<file path="src/rtl/branch_hazard_ctrl.sv">
// branch_hazard_ctrl
//   Sequences the ID-stage BEQ/BNE resolver of the five-stage pipeline. It
//   stalls IF/ID and bubbles ID/EX until the branch operands can be forwarded
//   to the ID comparator. It selects the comparator operand sources and issues
//   the taken/flush decision. It also keeps saturating statistics counters.
//
// Ports
//   clk_i, reset_i          pipeline clock, asynchronous active-high reset
//   halt_i                  debug freeze, holds all state
//   branch_op_i             00 none, 01 BEQ, 10 BNE, 11 none
//   rs_i, rt_i              branch source registers
//   is_equal_i              comparator result, computed on forwarded operands
//   ex_*/mem_*/wb_*         destination/write/load info of in-flight producers
//   stall_o, bubble_o       freeze PC and IF/ID, inject NOP into ID/EX
//   fwd_a_o, fwd_b_o        operand source: 00 regfile, 01 EX/MEM, 10 MEM/WB
//   pc_src_o, flush_if_o    take the branch target, squash the fetched instr
//   taken_cnt_o, stall_cnt_o saturating statistics
//
// state   | meaning
// IDLE    | no branch pending, or a hazard-free branch resolving this cycle
// STALL   | load-in-EX hazard, first of two stall cycles already done
// RESOLVE | operands now forwardable, branch resolves this cycle

module branch_hazard_ctrl #(
    parameter int NB_REG = 5,
    parameter int NB_CNT = 16
) (
    input  logic              clk_i,
    input  logic              reset_i,
    input  logic              halt_i,
    input  logic [1:0]        branch_op_i,
    input  logic [NB_REG-1:0] rs_i,
    input  logic [NB_REG-1:0] rt_i,
    input  logic              is_equal_i,
    input  logic [NB_REG-1:0] ex_rd_i,
    input  logic              ex_regwrite_i,
    input  logic              ex_memread_i,
    input  logic [NB_REG-1:0] mem_rd_i,
    input  logic              mem_regwrite_i,
    input  logic              mem_memread_i,
    input  logic [NB_REG-1:0] wb_rd_i,
    input  logic              wb_regwrite_i,
    output logic              stall_o,
    output logic              bubble_o,
    output logic [1:0]        fwd_a_o,
    output logic [1:0]        fwd_b_o,
    output logic              pc_src_o,
    output logic              flush_if_o,
    output logic [NB_CNT-1:0] taken_cnt_o,
    output logic [NB_CNT-1:0] stall_cnt_o
);

    typedef enum logic [1:0] {
        IDLE    = 2'd0,
        STALL   = 2'd1,
        RESOLVE = 2'd2
    } state_t;

    state_t      state, next_state;
    logic [1:0]  cnt, next_cnt;
    logic [1:0]  h_rs, h_rt, n_depth;
    logic        is_branch, taken, resolve;

    // Cycles the branch must wait before operand r is forwardable to ID.
    function automatic logic [1:0] hazard_depth(
        input logic [NB_REG-1:0] r,
        input logic [NB_REG-1:0] ex_rd,
        input logic              ex_rw,
        input logic              ex_mr,
        input logic [NB_REG-1:0] mem_rd,
        input logic              mem_rw,
        input logic              mem_mr
    );
        logic [1:0] h;
        h = 2'd0;
        if (r != '0) begin
            if (ex_rw && ex_mr && ex_rd == r)
                h = 2'd2;
            else if (ex_rw && ex_rd == r)
                h = 2'd1;
            else if (mem_rw && mem_mr && mem_rd == r)
                h = 2'd1;
        end
        return h;
    endfunction

    // EX/MEM ALU results take priority over older MEM/WB data.
    function automatic logic [1:0] fwd_sel(
        input logic [NB_REG-1:0] r,
        input logic [NB_REG-1:0] mem_rd,
        input logic              mem_rw,
        input logic              mem_mr,
        input logic [NB_REG-1:0] wb_rd,
        input logic              wb_rw
    );
        logic [1:0] f;
        f = 2'b00;
        if (r != '0) begin
            if (mem_rw && !mem_mr && mem_rd == r)
                f = 2'b01;
            else if (wb_rw && wb_rd == r)
                f = 2'b10;
        end
        return f;
    endfunction

    always_comb begin
        h_rs    = hazard_depth(rs_i, ex_rd_i, ex_regwrite_i, ex_memread_i,
                               mem_rd_i, mem_regwrite_i, mem_memread_i);
        h_rt    = hazard_depth(rt_i, ex_rd_i, ex_regwrite_i, ex_memread_i,
                               mem_rd_i, mem_regwrite_i, mem_memread_i);
        n_depth = (h_rs > h_rt) ? h_rs : h_rt;
        fwd_a_o = fwd_sel(rs_i, mem_rd_i, mem_regwrite_i, mem_memread_i,
                          wb_rd_i, wb_regwrite_i);
        fwd_b_o = fwd_sel(rt_i, mem_rd_i, mem_regwrite_i, mem_memread_i,
                          wb_rd_i, wb_regwrite_i);
    end

    assign is_branch = (branch_op_i == 2'b01) || (branch_op_i == 2'b10);
    assign taken     = ((branch_op_i == 2'b01) &&  is_equal_i) ||
                       ((branch_op_i == 2'b10) && !is_equal_i);

    always_ff @(posedge clk_i or posedge reset_i) begin
        if (reset_i) begin
            state <= IDLE;
            cnt   <= 2'd0;
        end else if (!halt_i) begin
            state <= next_state;
            cnt   <= next_cnt;
        end
    end

    always_comb begin
        next_state = state;
        next_cnt   = cnt;
        stall_o    = 1'b0;
        bubble_o   = 1'b0;
        resolve    = 1'b0;
        if (reset_i) begin
            next_state = IDLE;
            next_cnt   = 2'd0;
        end else if (halt_i) begin
            // Frozen pipeline: hold the front end, never resolve.
            stall_o = 1'b1;
        end else begin
            case (state)
                IDLE: begin
                    if (is_branch) begin
                        if (n_depth == 2'd0) begin
                            resolve = 1'b1;
                        end else begin
                            stall_o    = 1'b1;
                            bubble_o   = 1'b1;
                            next_cnt   = n_depth - 2'd1;
                            next_state = (n_depth == 2'd2) ? STALL : RESOLVE;
                        end
                    end
                end
                STALL: begin
                    stall_o  = 1'b1;
                    bubble_o = 1'b1;
                    if (cnt != 2'd0)
                        next_cnt = cnt - 2'd1;
                    // cnt==0 cannot occur here; treat it as done rather than hang.
                    if (cnt <= 2'd1)
                        next_state = RESOLVE;
                end
                RESOLVE: begin
                    resolve    = 1'b1;
                    next_cnt   = 2'd0;
                    next_state = IDLE;
                end
                default: begin
                    next_state = IDLE;
                    next_cnt   = 2'd0;
                end
            endcase
        end
        pc_src_o   = resolve && taken;
        flush_if_o = resolve && taken;
    end

    always_ff @(posedge clk_i or posedge reset_i) begin
        if (reset_i) begin
            taken_cnt_o <= '0;
            stall_cnt_o <= '0;
        end else if (!halt_i) begin
            if (pc_src_o && taken_cnt_o != '1)
                taken_cnt_o <= taken_cnt_o + 1'b1;
            if (stall_o && stall_cnt_o != '1)
                stall_cnt_o <= stall_cnt_o + 1'b1;
        end
    end

endmodule
</file>
<file path="config.mk">
export PLATFORM = sky130hd
export DESIGN_NAME = branch_hazard_ctrl
export DESIGN_NICKNAME = d
export VERILOG_FILES = /design/src/rtl/branch_hazard_ctrl.sv
export SDC_FILE = /design/constraint.sdc
export NUM_CORES = 1
export LEC_CHECK = 0
export ABC_CLOCK_PERIOD_IN_PS = 6150
export BUFFER_PORTS_ARGS = -buffer_cell sky130_fd_sc_hd__buf_2
export CAP_MARGIN = 20
export CORE_MARGIN = 3
export CORE_UTILIZATION = 41
export DETAILED_ROUTE_END_ITERATION = 10
export GPL_TIMING_DRIVEN = 1
export HOLD_SLACK_MARGIN = 0.15
export PLACE_DENSITY = 0.63
export SYNTH_ARGS = -nofsm -noshare
export SYNTH_HDL_FRONTEND = slang
export SYNTH_SLANG_ARGS = --single-unit
</file>
<file path="constraint.sdc">
create_clock -name clk_i -period 6.15 [get_ports clk_i]
set_input_delay 1.23 -clock clk_i [delete_from_list [all_inputs] [get_ports clk_i]]
set_output_delay 1.23 -clock clk_i [all_outputs]
set_load 0.02 [all_outputs]
</file>
==> results of run 1 <==
-- where the power goes --
part           total, mW  switching (mW)  internal, mW
Sequential         0.278          0.0238         0.255
Clock              0.176          0.0855        0.0910
Combinational      0.130          0.0747        0.0551
Total              0.585           0.184         0.401
-- placed cells by master, fill, tap and decap left out, types with 3 or more instances in the layout --
master,count
nand2_1,26
xor2_1,21
dfrtp_1,36
mux2i_1,3
nor3_1,8
a21oi_1,3
buf_2,75
xnor2_1,39
mux2_2,4
nand4_1,11
ha_1,11
nor2_1,23
inv_1,10
nand2b_1,3
clkbuf_8,6
and3_1,4
nand3_1,16
o21ai_0,5
-- per-layer routing --
| layer | global-route usage | vias to the layer above | routed length [microns] |
|---|---|---|---|
| met3 | 0.0336 | 6 | 333 |
| met4 | 0.0539 | 0 | 77 |
| met5 | 0 | - | 0 |
| met2 | 0.284 | 50 | 2570 |
| li1 | - | 1021 | - |
| met1 | 0.179 | 954 | 2200 |
-- worst paths after layout --
path / start / endpoint / slack [ps] / depth (start not counted)
setup / recovery: rt_i[1] / bubble_o / 800 / 14
hold / removal: taken_cnt_o[13] / taken_cnt_o[13] / 480 / 1
setup reg to reg: state[0] / taken_cnt_o[12] / 4020 / 6
hold reg to reg: taken_cnt_o[13] / taken_cnt_o[13] / 480 / 1
max in group asynchronous: reset_i / stall_cnt_o[0] / 4470 / 3
min in group asynchronous: reset_i / state[1] / 990 / 2
-- cells by family (layout without fill, tap and decap cells) --
kind of cell / Yosys count / in the layout
multiplexers: 7 / 7
AND/OR/NAND/NOR: 108 / 108
buffers and inverters: 12 / 94
adder cells (fa/ha/maj): 11 / 11
XOR/XNOR: 60 / 60
AO/OA/AOI/OAI: 17 / 17
flip-flops: 36 / 36
-- final cells by class --
cell class | count | area (sq um)
clock buffers | 7 | 86.3
clock inverters | 1 | 7.51
fillers | 545 | 2650
inverters | 10 | 37.5
multi-input cells | 203 | 1450
flip-flops and latches | 36 | 901
well taps | 72 | 90.1
repair buffers | 76 | 383
-- state kept, by name, indices dropped and copies added, names as in the netlist --
| name | flops |
|---|---|
| cnt | 2 |
| stall_cnt_o | 16 |
| state | 2 |
| taken_cnt_o | 16 |
==> out/results.ini, run 1 <==
[outcome]
status = completed

[detailed_routing]
via_per_inst = 5.01
routedWlPerCell_microns = 12.8
drc = 0
drtPass1Iterations = 4
ant_nets = 0
finalWirelength_mm = 5.18
drt_iter0_drc = 77
vias = 2031

[floorplanning]
dieArea_sq_mm = 0.00682
die_h_microns = 82.6
ios = 76
core_sq_mm = 0.00561
initial_core_util = 0.429
placementRows = 27
die_x_microns = 82.6

[setup_path]
worstPathArrival_ps = 4120
crit_type = in -> out
startpoint_type = input pin
critPathBufInv = 3
crit_path_max_fanout = 5
max_stage_delay_ps = 550
cp.required_ps = 4920
endpoint_kind = output port
path_delay_family = simple AND/OR/NAND/NOR gates
crit_top_cell = nor2_1
cp_cell_sequence = buf_2 -> or4_1 -> nor2_1 -> nor2_1 -> ha_1 -> o21ai_0 -> o221a_2 -> nor3b_2 -> inv_1 -> ha_1 -> nor2_1 -> nor2_1 -> nor4_2 -> buf_2
crit_path_top_delay_cell = or4_1

[timing]
final_max_slew_viol_count = 0
max_freq_mhz = 187
whs_ps = 482
setup_viol = 0
fin_skew_ps = 6.58
hold_viol = 0
rsz0062_at_grt = false
fin_tns_setup_ps = 0
worst_slew_pin_slew_ps = 457
fin_ws_ps = 797
max_slew_margin = 0.695
period_share = 0.870
min_period_ps = 5350

[synthesis]
synth_flop_cell = dfrtp_1
yosysMostFrequentCell = xnor2_1
synth_common_cells = xnor2_1, dfrtp_1, nand2_1, nor2_1, xor2_1
yosysTopAreaCell = dfrtp_1
synth_xor_area_frac = 0.218
syn-num-nets = 298
synth_top_family_by_area = simple AND/OR/NAND/NOR gates
yosys.cell_types.count = 40
syn_avg_cell_area_sq_um = 9.59
yosysSeqAreaShare = 0.374
postSynthCellCount = 251
synth_edf_count = 0
ys_seq_elements = 36
netlist_area_sq_mm = 0.00241
netlist_top_cells_area = dfrtp_1, xnor2_1, xor2_1
synthMuxAreaShare = 0.0312
synthArstFlopShare = 1.00
yosys.area_share.adder = 0.0572
yosys.area_share.simple = 0.244
synth_compound_area_frac = 0.0530
synth_warnings = 0
synth.top_cell.area_share = 0.374

[power]
powerDensity_mw_per_mm2 = 198
leakage_nw = 1.46
total_power_mw = 0.585
peakVddDrop_mv = 0.114

[global_routing]
grt_overflow = 0
grt_pass1_vias = 1937
grt_usage = 0.156
antenna_found_initial = 0
grt_pass1_wl_mm = 8.36
grt_max_degree = 25

[finish]
final_area_sq_mm = 0.00296
drive_gt1_frac = 0.291
n_antenna_cell = 0
instances_no_fill = 405
nets = 379
post-route-util = 0.527
areaGrowthSynthToFinish_pct = 22.9

[clock_network]
cts_tree = done
cts_resized = 0
cts-root-buf = clkbuf_8
cts_max_level = 2
insertion_delay_ps = 290
postCtsSetupBuffers = 0
cts_sinks = 36
cts.reportedPaths.clkPinSlew_ps = 70
hold_buffers = 0
clockBufferDepth = 2
cts_buffers = 5

[run]
timing.max_cap.violations = 0

[placed_design]
dpl.hpwl_mm = 4.27
dp.cells = 397
io_buffers = 75
place_ws_ps = 794
placed_area_sq_mm = 0.00286
gp_congestion = 0.778

[worst_hold_path]
hp-class = reg -> reg

Power figures use the tool's default switching activity.
==> run 2: changes to the inputs <==
--- a/config.mk
+++ b/config.mk
@@ -8,12 +8,14 @@
 export ABC_CLOCK_PERIOD_IN_PS = 6150
 export BUFFER_PORTS_ARGS = -buffer_cell sky130_fd_sc_hd__buf_2
 export CAP_MARGIN = 20
+export CELL_PAD_IN_SITES_DETAIL_PLACEMENT = 1
+export CELL_PAD_IN_SITES_GLOBAL_PLACEMENT = 1
 export CORE_MARGIN = 3
 export CORE_UTILIZATION = 41
 export DETAILED_ROUTE_END_ITERATION = 10
 export GPL_TIMING_DRIVEN = 1
 export HOLD_SLACK_MARGIN = 0.15
-export PLACE_DENSITY = 0.63
+export PLACE_DENSITY = 0.82
 export SYNTH_ARGS = -nofsm -noshare
 export SYNTH_HDL_FRONTEND = slang
 export SYNTH_SLANG_ARGS = --single-unit
==> out/results.ini, run 2 (synthesis results as in run 1) <==
[outcome]
status = completed

[timing]
worst_slew_pin_slew_ps = 667  ; +211 ps
rsz0062_at_grt = false
max_slew_margin = 0.555  ; -0.141
setup_viol = 0  ; unchanged
min_period_ps = 5500  ; +143 ps
hold_viol = 0  ; unchanged
fin_tns_setup_ps = 0  ; unchanged
final_max_slew_viol_count = 0  ; unchanged
max_freq_mhz = 182  ; -2.6%
period_share = 0.894  ; +0.0233
fin_skew_ps = 5.16  ; -1.42 ps

[worst_hold_path]
whs_endpoint = taken_cnt_o[13]
holdPathStages = 1  ; unchanged
holdCritStartpoint = taken_cnt_o[13]
hp-class = reg -> reg

[clock_network]
postCtsSetupBuffers = 0  ; unchanged
cts_tree = done
clockBufferDepth = 2  ; unchanged
cts-root-buf = clkbuf_8
cts_resized = 0  ; unchanged
cts_buffers = 5  ; unchanged
cts_max_level = 2  ; unchanged
cts_sinks = 36  ; unchanged
insertion_delay_ps = 290  ; about the same
hold_buffers = 0  ; unchanged
cts.reportedPaths.clkPinSlew_ps = 70  ; about the same

[finish]
fillers = 669  ; +23%
final_cell_mix = buf_2, xnor2_1, dfrtp_1
post-route-util = 0.530  ; +0.00245
top_regs = stall_cnt_o x16, taken_cnt_o x16
nets = 379  ; unchanged
drive_gt1_frac = 0.291  ; unchanged
final_common_cell = buf_2
n_antenna_cell = 0  ; unchanged
areaGrowthSynthToFinish_pct = 23.5

[floorplanning]
core_sq_mm = 0.00561  ; unchanged
placementRows = 27  ; unchanged
ios = 76  ; unchanged
dieArea_sq_mm = 0.00682  ; unchanged
die_x_microns = 82.6  ; unchanged
die_h_microns = 82.6  ; unchanged
initial_core_util = 0.429  ; unchanged

[global_routing]
grt_pass1_wl_mm = 10.6  ; +27%
grt_pass1_vias = 2319  ; +20%
antenna_found_initial = 0  ; unchanged
grt_max_degree = 21  ; -16%
grt_usage = 0.204  ; +0.0482
grt_overflow = 0  ; unchanged

[detailed_routing]
vias = 2164  ; +6.5%
drt_iter0_drc = 67  ; -13%
routedWlPerCell_microns = 16.5  ; +29%
drc = 0  ; unchanged
ant_nets = 0  ; unchanged
via_per_inst = 5.34  ; +6.5%
finalWirelength_mm = 6.67  ; +29%
drtPass1Iterations = 4  ; unchanged

[setup_path]
crit_path_max_fanout = 5  ; unchanged
reg2reg_from = state[0]
worstPathArrival_ps = 4270  ; +150 ps
crit_type = in -> out
crit_top_cell = nor2_1
worst-r2r-cell-count = 7  ; +1
cp.required_ps = 4920  ; about the same
max_stage_delay_ps = 550  ; about the same
endpoint_kind = output port
cp_cell_sequence = buf_2 -> or4_1 -> nor2_1 -> nor2_1 -> ha_1 -> o21ai_0 -> o221a_2 -> nor3b_2 -> inv_1 -> ha_1 -> nor2_1 -> nor2_1 -> nor4_2 -> buf_2
timing.rr.end = stall_cnt_o[13]
startpoint_type = input pin
crit_path_top_delay_cell = or4_1
r2r_setup_slack_ps = 3960  ; -60 ps

[run]
timing.max_cap.violations = 0  ; unchanged

[placed_design]
io_buffers = 75  ; unchanged
gp_congestion = 0.834  ; +7.3%
dpl.hpwl_mm = 5.55  ; +30%

[power]
peakVddDrop_mv = 0.104  ; -8.7%
powerDensity_mw_per_mm2 = 207  ; +4.6%
leakage_nw = 1.47  ; +0.73%

run 2: cell types whose count changed in the layout (fill, tap and decap cells not counted):
cell and change:
bufinv_16 +1, clkbuf_8 -1, clkinv_2 +1, clkinvlp_4 -1
run 2: area by class of cell:
class / instances / area, sq um / area share
clock inverter: 2 / 35.0 / 0.0118
sequential: 36 / 901 / 0.303
multi-input combinational: 203 / 1450 / 0.489
clock buffer: 6 / 72.6 / 0.0244
inverter: 10 / 37.5 / 0.0126
tap: 72 / 90.1 / 0.0303
timing repair buffer: 76 / 383 / 0.129
run 2: routing by layer:
metal,up-vias,share of wire,GRT usage
li1,1016,-,-
met1,1049,0.39,0.209
met2,79,0.54,0.394
met3,20,0.046,0.0401
met4,0,0.033,0.0931
met5,-,0,0
run 2: power by group:
part	leakage, nW	switching (mW)	internal (mW)
Clock	0.0552	0.0836	0.120
Combinational	0.923	0.0762	0.0549
Sequential	0.494	0.0249	0.255
run 2: how the worst max path moves through the flow:
stage / to / startpoint / slack (ps) / cells after the start
finish: bubble_o / rt_i[1] / 650 / 14
global route: bubble_o / rs_i[0] / 400 / 16
CTS: bubble_o / rt_i[1] / 630 / 14
detailed placement: bubble_o / rt_i[1] / 640 / 14
global placement: bubble_o / rt_i[1] / 830 / 14
floorplan: pc_src_o / rt_i[1] / 1040 / 14
run 2: stage by stage:
| stage | power [mW] | setup WS [ps] | cell area, sq um | hold slack [ps] | std cells |
|---|---|---|---|---|---|
| after floorplan | 0.360 | 1040 | 2410 | 509 | 251 |
| after global placement | 0.412 | 830 | 2860 | 467 | 397 |
| after detailed placement | 0.415 | 641 | 2860 | 488 | 397 |
| after CTS | 0.619 | 628 | 2970 | 503 | 405 |
| after global routing | 0.652 | 399 | 2970 | 516 | 405 |
| final | 0.614 | 653 | 2970 | 497 | 405 |
run 2: critical path: cells and delay by family:
kind | cells | cell delay, ps
and+or+nand+nor | 7 | 1660
adders and majority gates | 2 | 530
buffers and inverters | 3 | 450
AOI/OAI and AO/OA | 2 | 390
